### src/rtl/nibble_serial_addsub.sv
// nibble_serial_addsub: a W-bit adder/subtractor (W = 4*NIBBLES) built from
// one 4-bit ripple slice. The slice is used once per clock, least significant
// nibble first, and the carry is kept in a register between nibbles.
//
// Ports:
//   clk    in   1  clock, rising edge
//   rst    in   1  asynchronous reset, active high
//   start  in   1  operation request, sampled only while idle
//   sub    in   1  0 = A+B, 1 = A-B, sampled with start
//   A, B   in   W  operands, sampled with start
//   S      out  W  result word, valid while done, held until the next start
//   Co     out  1  carry out of the MSB (when subtracting, 1 = no borrow)
//   V      out  1  signed two's-complement overflow
//   busy   out  1  operation in progress (RUN or DONE)
//   done   out  1  one-cycle pulse, result valid

// 4-bit ripple-carry adder slice.
module ripple_adder4 (
  input  logic [3:0] a,
  input  logic [3:0] b,
  input  logic       ci,
  output logic [3:0] s,
  output logic       co
);

  logic [4:0] c;

  // Full-adder chain, bit 0 first.
  always_comb begin
    c    = '0;
    s    = '0;
    c[0] = ci;
    for (int i = 0; i < 4; i++) begin
      s[i]   = a[i] ^ b[i] ^ c[i];
      c[i+1] = (a[i] & b[i]) | (c[i] & (a[i] ^ b[i]));
    end
  end

  assign co = c[4];

endmodule

module nibble_serial_addsub #(
  parameter  int unsigned NIBBLES = 4,
  localparam int unsigned W       = 4 * NIBBLES
) (
  input  logic         clk,
  input  logic         rst,
  input  logic         start,
  input  logic         sub,
  input  logic [W-1:0] A,
  input  logic [W-1:0] B,
  output logic [W-1:0] S,
  output logic         Co,
  output logic         V,
  output logic         busy,
  output logic         done
);

  localparam int unsigned CW = (NIBBLES > 1) ? $clog2(NIBBLES) : 1;
  localparam logic [CW-1:0] LAST = CW'(NIBBLES - 1);

  // Catch an out-of-range parameter at elaboration.
  if (NIBBLES < 2 || NIBBLES > 8) begin : g_bad_nibbles
    $error("nibble_serial_addsub: NIBBLES must be in 2..8");
  end

  typedef enum logic [1:0] {
    ST_IDLE = 2'd0,
    ST_RUN  = 2'd1,
    ST_DONE = 2'd2
  } state_t;

  state_t          state_q;
  state_t          state_n;

  logic [W-1:0]    a_r;
  logic [W-1:0]    bx_r;
  logic            c_r;
  logic [CW-1:0]   cnt;

  logic [W-1:0]    a_n;
  logic [W-1:0]    bx_n;
  logic            c_n;
  logic [CW-1:0]   cnt_n;
  logic [W-1:0]    s_n;
  logic            co_n;
  logic            v_n;
  logic            busy_n;
  logic            done_n;

  logic [3:0]      a_nib;
  logic [3:0]      b_nib;
  logic [3:0]      slice_s;
  logic            slice_co;

  // Operand nibble select; a compare-per-nibble mux avoids an out-of-range
  // part-select for NIBBLES that are not a power of two.
  always_comb begin
    a_nib = '0;
    b_nib = '0;
    for (int i = 0; i < int'(NIBBLES); i++) begin
      if (cnt == CW'(i)) begin
        a_nib = a_r[4*i +: 4];
        b_nib = bx_r[4*i +: 4];
      end
    end
  end

  ripple_adder4 u_slice (
    .a  (a_nib),
    .b  (b_nib),
    .ci (c_r),
    .s  (slice_s),
    .co (slice_co)
  );

  // State register.
  always_ff @(posedge clk or posedge rst) begin
    if (rst) begin
      state_q <= ST_IDLE;
    end else begin
      state_q <= state_n;
    end
  end

  // Next-state logic.
  always_comb begin
    state_n = state_q;
    case (state_q)
      ST_IDLE: if (start) state_n = ST_RUN;
      ST_RUN:  if (cnt == LAST) state_n = ST_DONE;
      ST_DONE: state_n = ST_IDLE;
      default: state_n = ST_IDLE;
    endcase
  end

  // Datapath and output next values.
  always_comb begin
    a_n    = a_r;
    bx_n   = bx_r;
    c_n    = c_r;
    cnt_n  = cnt;
    s_n    = S;
    co_n   = Co;
    v_n    = V;
    done_n = 1'b0;
    case (state_q)
      ST_IDLE: begin
        if (start) begin
          // Subtraction is A + ~B + 1: invert B here, inject the +1 as carry-in.
          a_n   = A;
          bx_n  = sub ? ~B : B;
          c_n   = sub;
          cnt_n = '0;
          s_n   = '0;
        end
      end
      ST_RUN: begin
        for (int i = 0; i < int'(NIBBLES); i++) begin
          if (cnt == CW'(i)) s_n[4*i +: 4] = slice_s;
        end
        c_n   = slice_co;
        cnt_n = cnt + CW'(1);
        if (cnt == LAST) begin
          co_n   = slice_co;
          // Overflow: both effective operands share a sign the result lacks.
          v_n    = (a_r[W-1] == bx_r[W-1]) & (slice_s[3] != a_r[W-1]);
          done_n = 1'b1;
        end
      end
      default: ;
    endcase
    busy_n = (state_n != ST_IDLE);
  end

  // Datapath and output registers.
  always_ff @(posedge clk or posedge rst) begin
    if (rst) begin
      a_r  <= '0;
      bx_r <= '0;
      c_r  <= 1'b0;
      cnt  <= '0;
      S    <= '0;
      Co   <= 1'b0;
      V    <= 1'b0;
      busy <= 1'b0;
      done <= 1'b0;
    end else begin
      a_r  <= a_n;
      bx_r <= bx_n;
      c_r  <= c_n;
      cnt  <= cnt_n;
      S    <= s_n;
      Co   <= co_n;
      V    <= v_n;
      busy <= busy_n;
      done <= done_n;
    end
  end

endmodule
### config.mk
export PLATFORM = sky130hd
export DESIGN_NAME = nibble_serial_addsub
export DESIGN_NICKNAME = d
export VERILOG_FILES = /design/src/rtl/nibble_serial_addsub.sv
export SDC_FILE = /design/constraint.sdc
export NUM_CORES = 1
export LEC_CHECK = 0
export BUFFER_PORTS_ARGS = -buffer_cell sky130_fd_sc_hd__buf_2
export CORE_MARGIN = 2
export CORE_UTILIZATION = 35
export CTS_CLUSTER_SIZE = 40
export DETAILED_ROUTE_END_ITERATION = 12
export SLEW_MARGIN = 5
export SYNTH_ARGS = -nofsm -noshare
export SYNTH_HDL_FRONTEND = slang
export SYNTH_SLANG_ARGS = --single-unit
export TNS_END_PERCENT = 1
### constraint.sdc
create_clock -name clk -period 5 [get_ports clk]
set_input_delay 1 -clock clk [delete_from_list [all_inputs] [get_ports clk]]
set_output_delay 1 -clock clk [all_outputs]
set_load 0.01 [all_outputs]
==> impl_metrics.tcl, run 1 <==
set metrics [dict create \
    synth_area_sq_um 2800 \
    synth_commonest_cells "dfrtp_1, a21oi_1, inv_1" \
    crit_path_frequent_cell "fa_1" \
    final_nets 350 \
    route.met3.wl_um 352 \
    drt_iter0_drc 72 \
    combinationalPowerShare_pct 48.1 \
    netlist.top_cell.by_area "dfrtp_1" \
    ys_seq_area_share_pct 51.0 \
    tritoncts "built" \
    post_cts_buffers 0 \
    rsz0062_at_grt "no" \
    totalWireLength_um 5770 \
    slowest_delay_ns 0.60 \
    cts.path.max_buffers 2 \
    min_to "Co" \
    die_area_sq_um 8720 \
    synthDistinctLibCells 34 \
    power_mw 2.65 \
    reg2reg_to "S[7]" \
    insertion_delay_ns 0.34 \
    slew_headroom_pct 29.3 \
    cts_resized 0 \
    vias_per_cell 4.83 \
    finalMaxSlewViolations 0 \
    h-tree-depth 3 \
    cap_violations 0 \
    wl_met1_um 2890 \
    ys_seq_elements 57 \
    synthFlopType "dfrtp_1" \
    synth-edff-count 0 \
    period_minus_slack_ns 4.07 \
    synth_warnings 0 \
    vias 1994 \
    outcome "complete, no violations" \
    grt_pass1_wl_um 9490 \
    drc_errors 0 \
    antenna_found_initial 0 \
    overflow 0 \
    clockRootBuffer "clkbuf_8" \
    tightest_slew_ns 1.06 \
    synth_fp_nets 300 \
    synthTopCellsByArea "dfrtp_1, mux2_1, a22o_1" \
    hold_start "Co" \
    port_buffers 55 \
    path_max_fanout 10 \
    grt_max_degree 58 \
    ios 56 \
    worst_setup_path_start_kind "flip-flop" \
    postCtsHoldBufs 0 \
    dr.pass1.iters 4 \
    die_w_um 93.4 \
    place_congestion 0.744 \
    p_int_mw 1.63 \
    r2r_start "cnt[0]" \
    holdCritPathClass "reg -> reg" \
    slowest_stage "fa_1" \
    period_share_pct 81.4 \
    postSynthCellCount 256 \
    finalClockSkew_ns 0.00885 \
    grt_pass1_vias 1918 \
    highest_layer "met4" \
    rows 32 \
    track_usage_pct 14.3 \
    ant_nets 0 \
    cp-end-kind "flip-flop" \
    dr_wl_met2_um 2460 \
    crit_path_cell_trace "inv_1, ha_1, nor2b_1, a221oi_1, o31ai_1, fa_1, inv_1, fa_1, fa_1, fa_1, nor2_1, mux2_2, a22o_1" \
    finalHoldViolCount 0 \
    pwr-share-clk_pct 20.9 \
    syn2layout_area_growth_pct 20.7 \
    hpwl_um 4070 \
    drive_above_1_share_pct 27.7 \
    required_ns 5.22 \
    crit_arrival_ns 4.29 \
    worst-r2r-setup-slack_ns 0.93 \
    core_area_sq_um 7730 \
    reg2regPathDepth 13 \
    switching_share_pct 38.4 \
    p_leak_nw 1.57 \
    ir_drop_v 0.000288 \
    start_util_pct 36.2 \
    syn_avg_cell_area_sq_um 10.9 \
    diodes 0 \
    critical_path_class "reg -> reg" \
    p_per_area_nw_per_um2 786 \
    whs_path_depth 2 \
    fin_tns_setup_ns 0 \
    numClockSinks 57 \
    switchingPower_mw 1.02 \
    synthArstFlopShare_pct 100 \
    die_h_um 93.4 \
    fmax_ghz 0.246 \
    wl_per_cell_um 14.0 \
    pwr-share-seq_pct 31.0 \
    numCtsBuffers 9 \
    path_clk_slew_ns 0.07 \
    final-setup-viol-count 0 \
    synth_most_common_cell "dfrtp_1" \
    yosysTopAreaCellShare_pct 51.0 \
]
## state kept, by name, indices dropped and copies added, names as in the netlist
signal	cells
cnt	2
busy	1
bx_r	16
Co	1
done	1
state_q	2
c_r	1
a_r	16
S	16
V	1
## metal layers
metal  vias up  track usage, %
met2        54            20.0
met4         0            4.53
met1       951            20.1
li1        984               -
met3         5            5.72
met5         -               0
## cells by family after synthesis
kind of cell / Yosys count / synth area share [%]
AO/OA/AOI/OAI: 74 / 17.4
XOR/XNOR: 16 / 5.01
adder cells (fa/ha/maj): 8 / 4.66
buffers and inverters: 38 / 6.31
flip-flops: 57 / 51.0
multiplexers: 21 / 8.46
AND/OR/NAND/NOR: 42 / 7.16
## worst max path at each step
stage / depth (start not counted) / from / to / slack [ns]
global placement: 13 / cnt[0] / S[7] / 1.10
detailed placement: 13 / cnt[0] / S[11] / 0.94
CTS: 13 / cnt[0] / S[7] / 0.94
floorplan: 14 / cnt[1] / S[11] / 1.41
global route: 13 / cnt[0] / S[7] / 0.71
finish: 13 / cnt[0] / S[7] / 0.93
## worst max-delay path: cells and delay by family (launching register included)
family,cells,cell delay (ns)
adder cells (fa/ha/maj),5,2.00
AO/OA/AOI/OAI,3,0.66
AND/OR/NAND/NOR,2,0.41
flip-flops,1,0.41
multiplexers,1,0.28
buffers and inverters,2,0.17
## power groups by stage
stage / Combinational (mW) / Sequential (mW) / Clock [mW]
after floorplan: 0.981 / 0.789 / 0
after detailed placement: 1.27 / 0.830 / 0
after global placement: 1.25 / 0.827 / 0
after CTS: 1.28 / 0.822 / 0.563
after global routing: 1.44 / 0.845 / 0.587
final: 1.28 / 0.822 / 0.554
## cell type report
class                   instances  area (sq um)
multi-input cells             161          1190
flip-flops and latches         57          1430
fillers                       755          4350
inverters                      20          75.1
clock buffers                  12           165
repair buffers                 57           290
well taps                     102           128
clock inverters                 4          97.6
## placed cells by master, fill, tap and decap left out, types with 3 or more instances in the layout
cell / instances
a21oi_1: 24
a221o_1: 3
a22o_1: 14
a22oi_1: 6
buf_2: 55
bufinv_16: 3
clkbuf_8: 12
dfrtp_1: 57
fa_1: 4
ha_1: 4
inv_1: 19
mux2_1: 11
mux2_2: 10
nand2_1: 14
nand2b_1: 3
nor2_1: 17
nor2b_1: 3
o21ai_0: 14
o22ai_1: 4
o2bb2ai_1: 3
xnor2_1: 12
xor2_1: 4
## metrics by stage
stage          cell area, sq um  cells  worst slack [ns]  hold WS, ns  utilization (%)
3_3_place_gp               3110    397              1.10        0.460             40.3
4_1_cts                    3370    413             0.941        0.495             43.7
6_report                   3370    413             0.930        0.483             43.7
3_5_place_dp               3110    397             0.943        0.478             40.3
2_1_floorplan              2800    256              1.41        0.458                -
5_1_grt                    3370    413             0.709        0.512             43.7
(Power assumes the default switching activity.)
==> run 2, diff against run 1 <==
--- a/config.mk
+++ b/config.mk
@@ -5,6 +5,7 @@
 export SDC_FILE = /design/constraint.sdc
 export NUM_CORES = 1
 export LEC_CHECK = 0
+export ABC_AREA = 1
 export BUFFER_PORTS_ARGS = -buffer_cell sky130_fd_sc_hd__buf_2
 export CORE_MARGIN = 2
 export CORE_UTILIZATION = 35
==> constraint.sdc (replaced) <==
create_clock -name clk -period 3.85 [get_ports clk]
set_input_delay 0.77 -clock clk [delete_from_list [all_inputs] [get_ports clk]]
set_output_delay 0.77 -clock clk [all_outputs]
set_load 0.01 [all_outputs]
==> impl_metrics.tcl, run 2 <==
set metrics [dict create \
    place_congestion 0.815 \
    synthTopCellsByArea "dfrtp_1, nand2_1, xnor2_1" \
    track_usage_pct 16.1 \
    cp_top_family "adder cells" \
    synth_most_common_cell "nand2_1" \
    hold_ws_ns 0.478 \
    slowest_stage "fa_1" \
    cts.path.max_buffers 2 \
    grt_max_degree 53 \
    antenna_found_initial 0 \
    postCtsHoldBufs 0 \
    cts_resized 0 \
    fmax_ghz 0.297 \
    synth_area_sq_um 2820 \
    p_leak_nw 1.78 \
    synthDistinctLibCells 21 \
    drc_errors 0 \
    h-tree-depth 3 \
    synth_fa_ha_area_share_pct 4.61 \
    die_w_um 93.8 \
    synth_xor_xnor_area_share_pct 4.97 \
    totalWireLength_um 6350 \
    synth_fp_nets 381 \
    dr.pass1.iters 4 \
    syn2layout_area_growth_pct 18.1 \
    slew_headroom_pct 51.7 \
    largestRegisters "S (16), a_r (16), bx_r (16)" \
    synth_commonest_cells "nand2_1, dfrtp_1, o21ai_0" \
    postSynthCellCount 337 \
    crit_path_cell_trace "inv_1, ha_1, inv_2, nand2_1, nand3_1, a21oi_1, fa_1, inv_1, fa_1, fa_1, fa_1, nor2_1, nand2_1, nand2_1" \
    grt_pass1_wl_um 10800 \
    finalMaxSlewViolations 0 \
    synthMuxAreaShare_pct 0 \
    path_max_fanout 10 \
    synthFlopType "dfrtp_1" \
    drive_above_1_share_pct 21.1 \
    slowest_delay_ns 0.49 \
    p_per_area_nw_per_um2 886 \
    vias 2276 \
    tightest_slew_ns 0.724 \
    finalClockSkew_ns 0.00795 \
    final_common_cell "nand2_1" \
    synthArstFlopShare_pct 100 \
    holdCritPathClass "reg -> reg" \
    rows 32 \
    cp-end-kind "flip-flop" \
    ios 56 \
    diodes 0 \
    ys_seq_elements 57 \
    netlist.top_cell.by_area "dfrtp_1" \
    numClockSinks 57 \
    synth-edff-count 0 \
    die_h_um 93.8 \
    yosysTopAreaCellShare_pct 50.6 \
    period_share_pct 87.6 \
    ys_seq_area_share_pct 50.6 \
    critical_path_class "reg -> reg" \
    final_nets 434 \
    setup_slack_ns 0.478 \
    required_ns 4.13 \
    vias_per_cell 4.59 \
    path_clk_slew_ns 0.06 \
    finalHoldViolCount 0 \
    core_area_sq_um 7770 \
    crit_path_frequent_cell "fa_1" \
    final_cell_mix "nand2_1, dfrtp_1, buf_2" \
    post_cts_buffers 0 \
    synth_compound_area_share_pct 8.96 \
    synth_warnings 0 \
    cap_violations 0 \
    start_util_pct 36.3 \
    die_area_sq_um 8800 \
    worst_setup_path_start_kind "flip-flop" \
    tritoncts "built" \
    wl_per_cell_um 12.8 \
    synth_top_family_by_area "simple AND/OR/NAND/NOR gates" \
    overflow 0 \
    period_minus_slack_ns 3.37 \
    drt_iter0_drc 103 \
    cp_num_buf_inv 3 \
    pre_cts_ws_ns 0.509 \
    grt_pass1_vias 2259 \
    rsz0062_at_grt "no" \
    insertion_delay_ns 0.34 \
    hpwl_um 4670 \
    final-setup-viol-count 0 \
    clockRootBuffer "clkbuf_8" \
    port_buffers 55 \
    ant_nets 0 \
    numCtsBuffers 9 \
    outcome "complete, no violations" \
    fin_tns_setup_ns 0 \
    yosys.area_share.simple_pct 24.4 \
    ir_drop_v 0.000257 \
    syn_avg_cell_area_sq_um 8.37 \
    crit_arrival_ns 3.65 \
]
[run 2: cell types whose count changed after synthesis, moves of 6 or more]
cell	before	now
a21oi_1	24	13
a22o_1	14	0
a22oi_1	6	0
mux2_1	11	0
mux2_2	10	0
nand2_1	14	137
nand3_1	2	14
o21ai_0	14	21
o21ai_1	1	7
[run 2: metrics by stage]
| step | utilization (%) | power (mW) | cell area, sq um | std cells |
|---|---|---|---|---|
| 4_1_cts | 42.9 | 2.99 | 3330 | 496 |
| 2_1_floorplan | - | 2.04 | 2820 | 337 |
| 3_3_place_gp | 40.4 | 2.39 | 3140 | 481 |
| 6_report | 42.9 | 2.95 | 3330 | 496 |
| 5_1_grt | 42.9 | 3.29 | 3330 | 496 |
| 3_5_place_dp | 40.4 | 2.43 | 3140 | 481 |
[run 2: area by class of cell]
type                       instances  area [sq um]
tap                              102           128
fill                             819          4430
timing repair buffer              57           290
sequential                        57          1430
inverter                          22          82.6
multi-input combinational        243          1210
clock buffer                      12           155
clock inverter                     3          40.0
[run 2: final timing paths]
kind	start	to	slack (ns)	depth (start not counted)
hold reg to reg	S[2]	S[2]	0.48	2
setup reg to reg	cnt[1]	S[11]	0.48	14
setup / recovery	cnt[1]	S[11]	0.48	14
max in group asynchronous	rst	S[14]	2.51	3
min in group asynchronous	rst	a_r[7]	0.55	2
hold / removal	S[2]	S[2]	0.48	2
[run 2: logic make-up (layout without fill, tap and decap cells)]
kind of cell / Yosys count / count (layout)
AO/OA/AOI/OAI: 47 / 47
buffers and inverters: 37 / 94
AND/OR/NAND/NOR: 172 / 172
flip-flops: 57 / 57
XOR/XNOR: 16 / 16
adder cells (fa/ha/maj): 8 / 8
[run 2: where the power goes]
part	leakage [nW]	switching, mW	internal (mW)	total [mW]
Clock	0.102	0.221	0.328	0.549
Combinational	0.954	0.895	0.484	1.38
Sequential	0.721	0.164	0.862	1.03
[run 2: per-layer routing]
metal / up-vias / wire (um) / track usage (%)
li1: 1150 / - / -
met1: 1059 / 2930 / 20.7
met2: 55 / 3030 / 25.6
met3: 12 / 267 / 4.09
met4: 0 / 121 / 7.49
met5: - / 0 / 0
[run 2: worst register-to-register path, stage by stage, from the launching register on]
cell     delay, ns
dfrtp_1       0.40
inv_1         0.11
ha_1          0.35
inv_2         0.17
nand2_1       0.11
nand3_1       0.07
a21oi_1       0.18
fa_1          0.19
inv_1         0.05
fa_1          0.37
fa_1          0.40
fa_1          0.49
nor2_1        0.28
nand2_1       0.09
nand2_1       0.06
==> run 3, diff against run 2 <==
--- a/config.mk
+++ b/config.mk
@@ -7,6 +7,7 @@
 export LEC_CHECK = 0
 export ABC_AREA = 1
 export BUFFER_PORTS_ARGS = -buffer_cell sky130_fd_sc_hd__buf_2
+export CORE_ASPECT_RATIO = 1.75
 export CORE_MARGIN = 2
 export CORE_UTILIZATION = 35
 export CTS_CLUSTER_SIZE = 40
==> constraint.sdc (replaced) <==
create_clock -name clk -period 3 [get_ports clk]
set_input_delay 0.6 -clock clk [delete_from_list [all_inputs] [get_ports clk]]
set_output_delay 0.6 -clock clk [all_outputs]
set_load 0.01 [all_outputs]
==> impl_metrics.tcl, run 3 (synthesis results as in run 2) <==
set metrics [dict create \
    outcome "complete, no violations" \
    cts.path.max_buffers 2 \
    port_buffers 55 \
    drc_errors 0 \
    final_cell_mix "nand2_1, dfrtp_1, buf_2" \
    finalMaxSlewViolations 0 \
    final-setup-viol-count 0 \
    rsz0062_at_grt "yes" \
    dpl.cell_count 485 \
    finalClockSkew_ns 0.00403 \
    fill_cells 795 \
    grt_pass1_wl_um 11100 \
    antenna_found_initial 0 \
    fmax_ghz 0.340 \
    hold_ws_ns 0.179 \
    numClockSinks 57 \
    track_usage_pct 17.0 \
    die_h_um 123 \
    crit_arrival_ns 3.16 \
    die_w_um 71.9 \
    largestRegisters "S (16), a_r (16), bx_r (16)" \
    totalWireLength_um 6750 \
    syn2layout_area_growth_pct 27.9 \
    drt_iter0_drc 129 \
    stdcell_area_sq_um 3610 \
    period_share_pct 97.9 \
    dr.pass1.iters 4 \
    seq_area_sq_um 1430 \
    final_nets 452 \
    grt_pass1_vias 2357 \
    period_minus_slack_ns 2.94 \
    path_clk_slew_ns 0.05 \
    path_max_fanout 4 \
    holdCritPathClass "in -> async" \
    place_congestion 0.949 \
    vias 2376 \
    critical_path_class "reg -> reg" \
    start_util_pct 35.9 \
    rows 43 \
    p_per_area_nw_per_um2 1220 \
    insertion_delay_ns 0.33 \
    worst_setup_path_start_kind "flip-flop" \
    h-tree-depth 3 \
    die_area_sq_um 8820 \
    core_area_sq_um 7860 \
    ios 56 \
    slew_headroom_pct 65.5 \
    overflow 0 \
    postCtsHoldBufs 0 \
    ir_drop_v 0.000537 \
    finalHoldViolCount 0 \
    place_area_sq_um 3240 \
    numCtsBuffers 9 \
    hpwl_um 5110 \
    p_leak_nw 1.91 \
    stdcell_count 503 \
    vias_per_cell 4.72 \
    clockRootBuffer "clkbuf_16" \
    ant_nets 0 \
    diodes 0 \
    multi_input_area_sq_um 1260 \
    wl_per_cell_um 13.4 \
    grt_max_degree 53 \
    required_ns 3.22 \
    cp-end-kind "flip-flop" \
    final_common_cell "nand2_1" \
    tritoncts "built" \
    tightest_slew_ns 0.518 \
    cap_violations 0 \
    drive_above_1_share_pct 27.6 \
]
[run 3: cell types whose count changed in the layout (fill, tap and decap cells not counted), sizes merged]
cell	change
buf	+18
clkbuf	-2
clkinv	+2
clkinvlp	+1
[run 3: where the power goes]
group	total (mW)	switching (mW)	internal, mW	leakage, nW
clock network	1.00	0.345	0.657	0.148
registers	1.33	0.218	1.11	0.719
logic	2.07	1.24	0.826	1.04
total	4.40	1.80	2.59	1.91
[run 3: repair_timing]
item                                    in CTS  in global routing
pin swaps                                    2                  1
endpoints found under the hold margin        0                  0
resized for setup                           11                  4
buffers inserted                             1                  1
endpoints found under the setup margin       6                 10
[run 3: worst max-delay path, stage by stage (launching register included)]
cell and delay (ns):
dfrtp_2 0.41, buf_4 0.16, ha_4 0.17, nand2_1 0.06, nand3_1 0.09, a21oi_2 0.17
fa_1 0.19, inv_1 0.05, fa_1 0.38, fa_2 0.35, fa_1 0.54, nor2_1 0.05
nand2_1 0.06, nand2_1 0.05, nand2_1 0.06, nand2_1 0.04
[run 3: final cells by class]
type / count / share of cell area, %
tap: 90 / 3.12
inverter: 22 / 2.36
multi-input combinational: 243 / 34.9
clock inverter: 6 / 1.60
clock buffer: 10 / 6.62
timing repair buffer: 75 / 11.8
sequential: 57 / 39.6
[run 3: worst paths after layout]
| check | from | endpoint | slack [ns] | cells past startpoint |
|---|---|---|---|---|
| max | cnt[0] | V | 0.06 | 15 |
| max in group asynchronous | rst | cnt[1] | 2.23 | 3 |
| max reg2reg | cnt[0] | V | 0.06 | 15 |
| min | rst | a_r[1] | 0.18 | 2 |
| min reg2reg | S[10] | S[10] | 0.47 | 2 |
| min in group clk | A[6] | a_r[6] | 0.47 | 3 |
[run 3: per-layer routing]
metal | track usage [%] | vias up | wire (um)
li1 | - | 1193 | -
met1 | 18.2 | 1116 | 2630
met2 | 29.8 | 50 | 3640
met3 | 3.61 | 17 | 211
met4 | 11.0 | 0 | 274
met5 | 0 | - | 0
[run 3: stage by stage]
stage | setup WS [ns] | util [%] | TNS (ns) | total power, mW
global placement | -0.00441 | 41.3 | -0.00441 | 3.23
floorplan | 0.0333 | - | 0 | 2.62
global route | -0.113 | 45.9 | -0.507 | 4.78
finish | 0.0629 | 45.9 | 0 | 4.40
detailed placement | -0.142 | 41.3 | -0.681 | 3.29
CTS | 0.00766 | 45.6 | 0 | 4.39
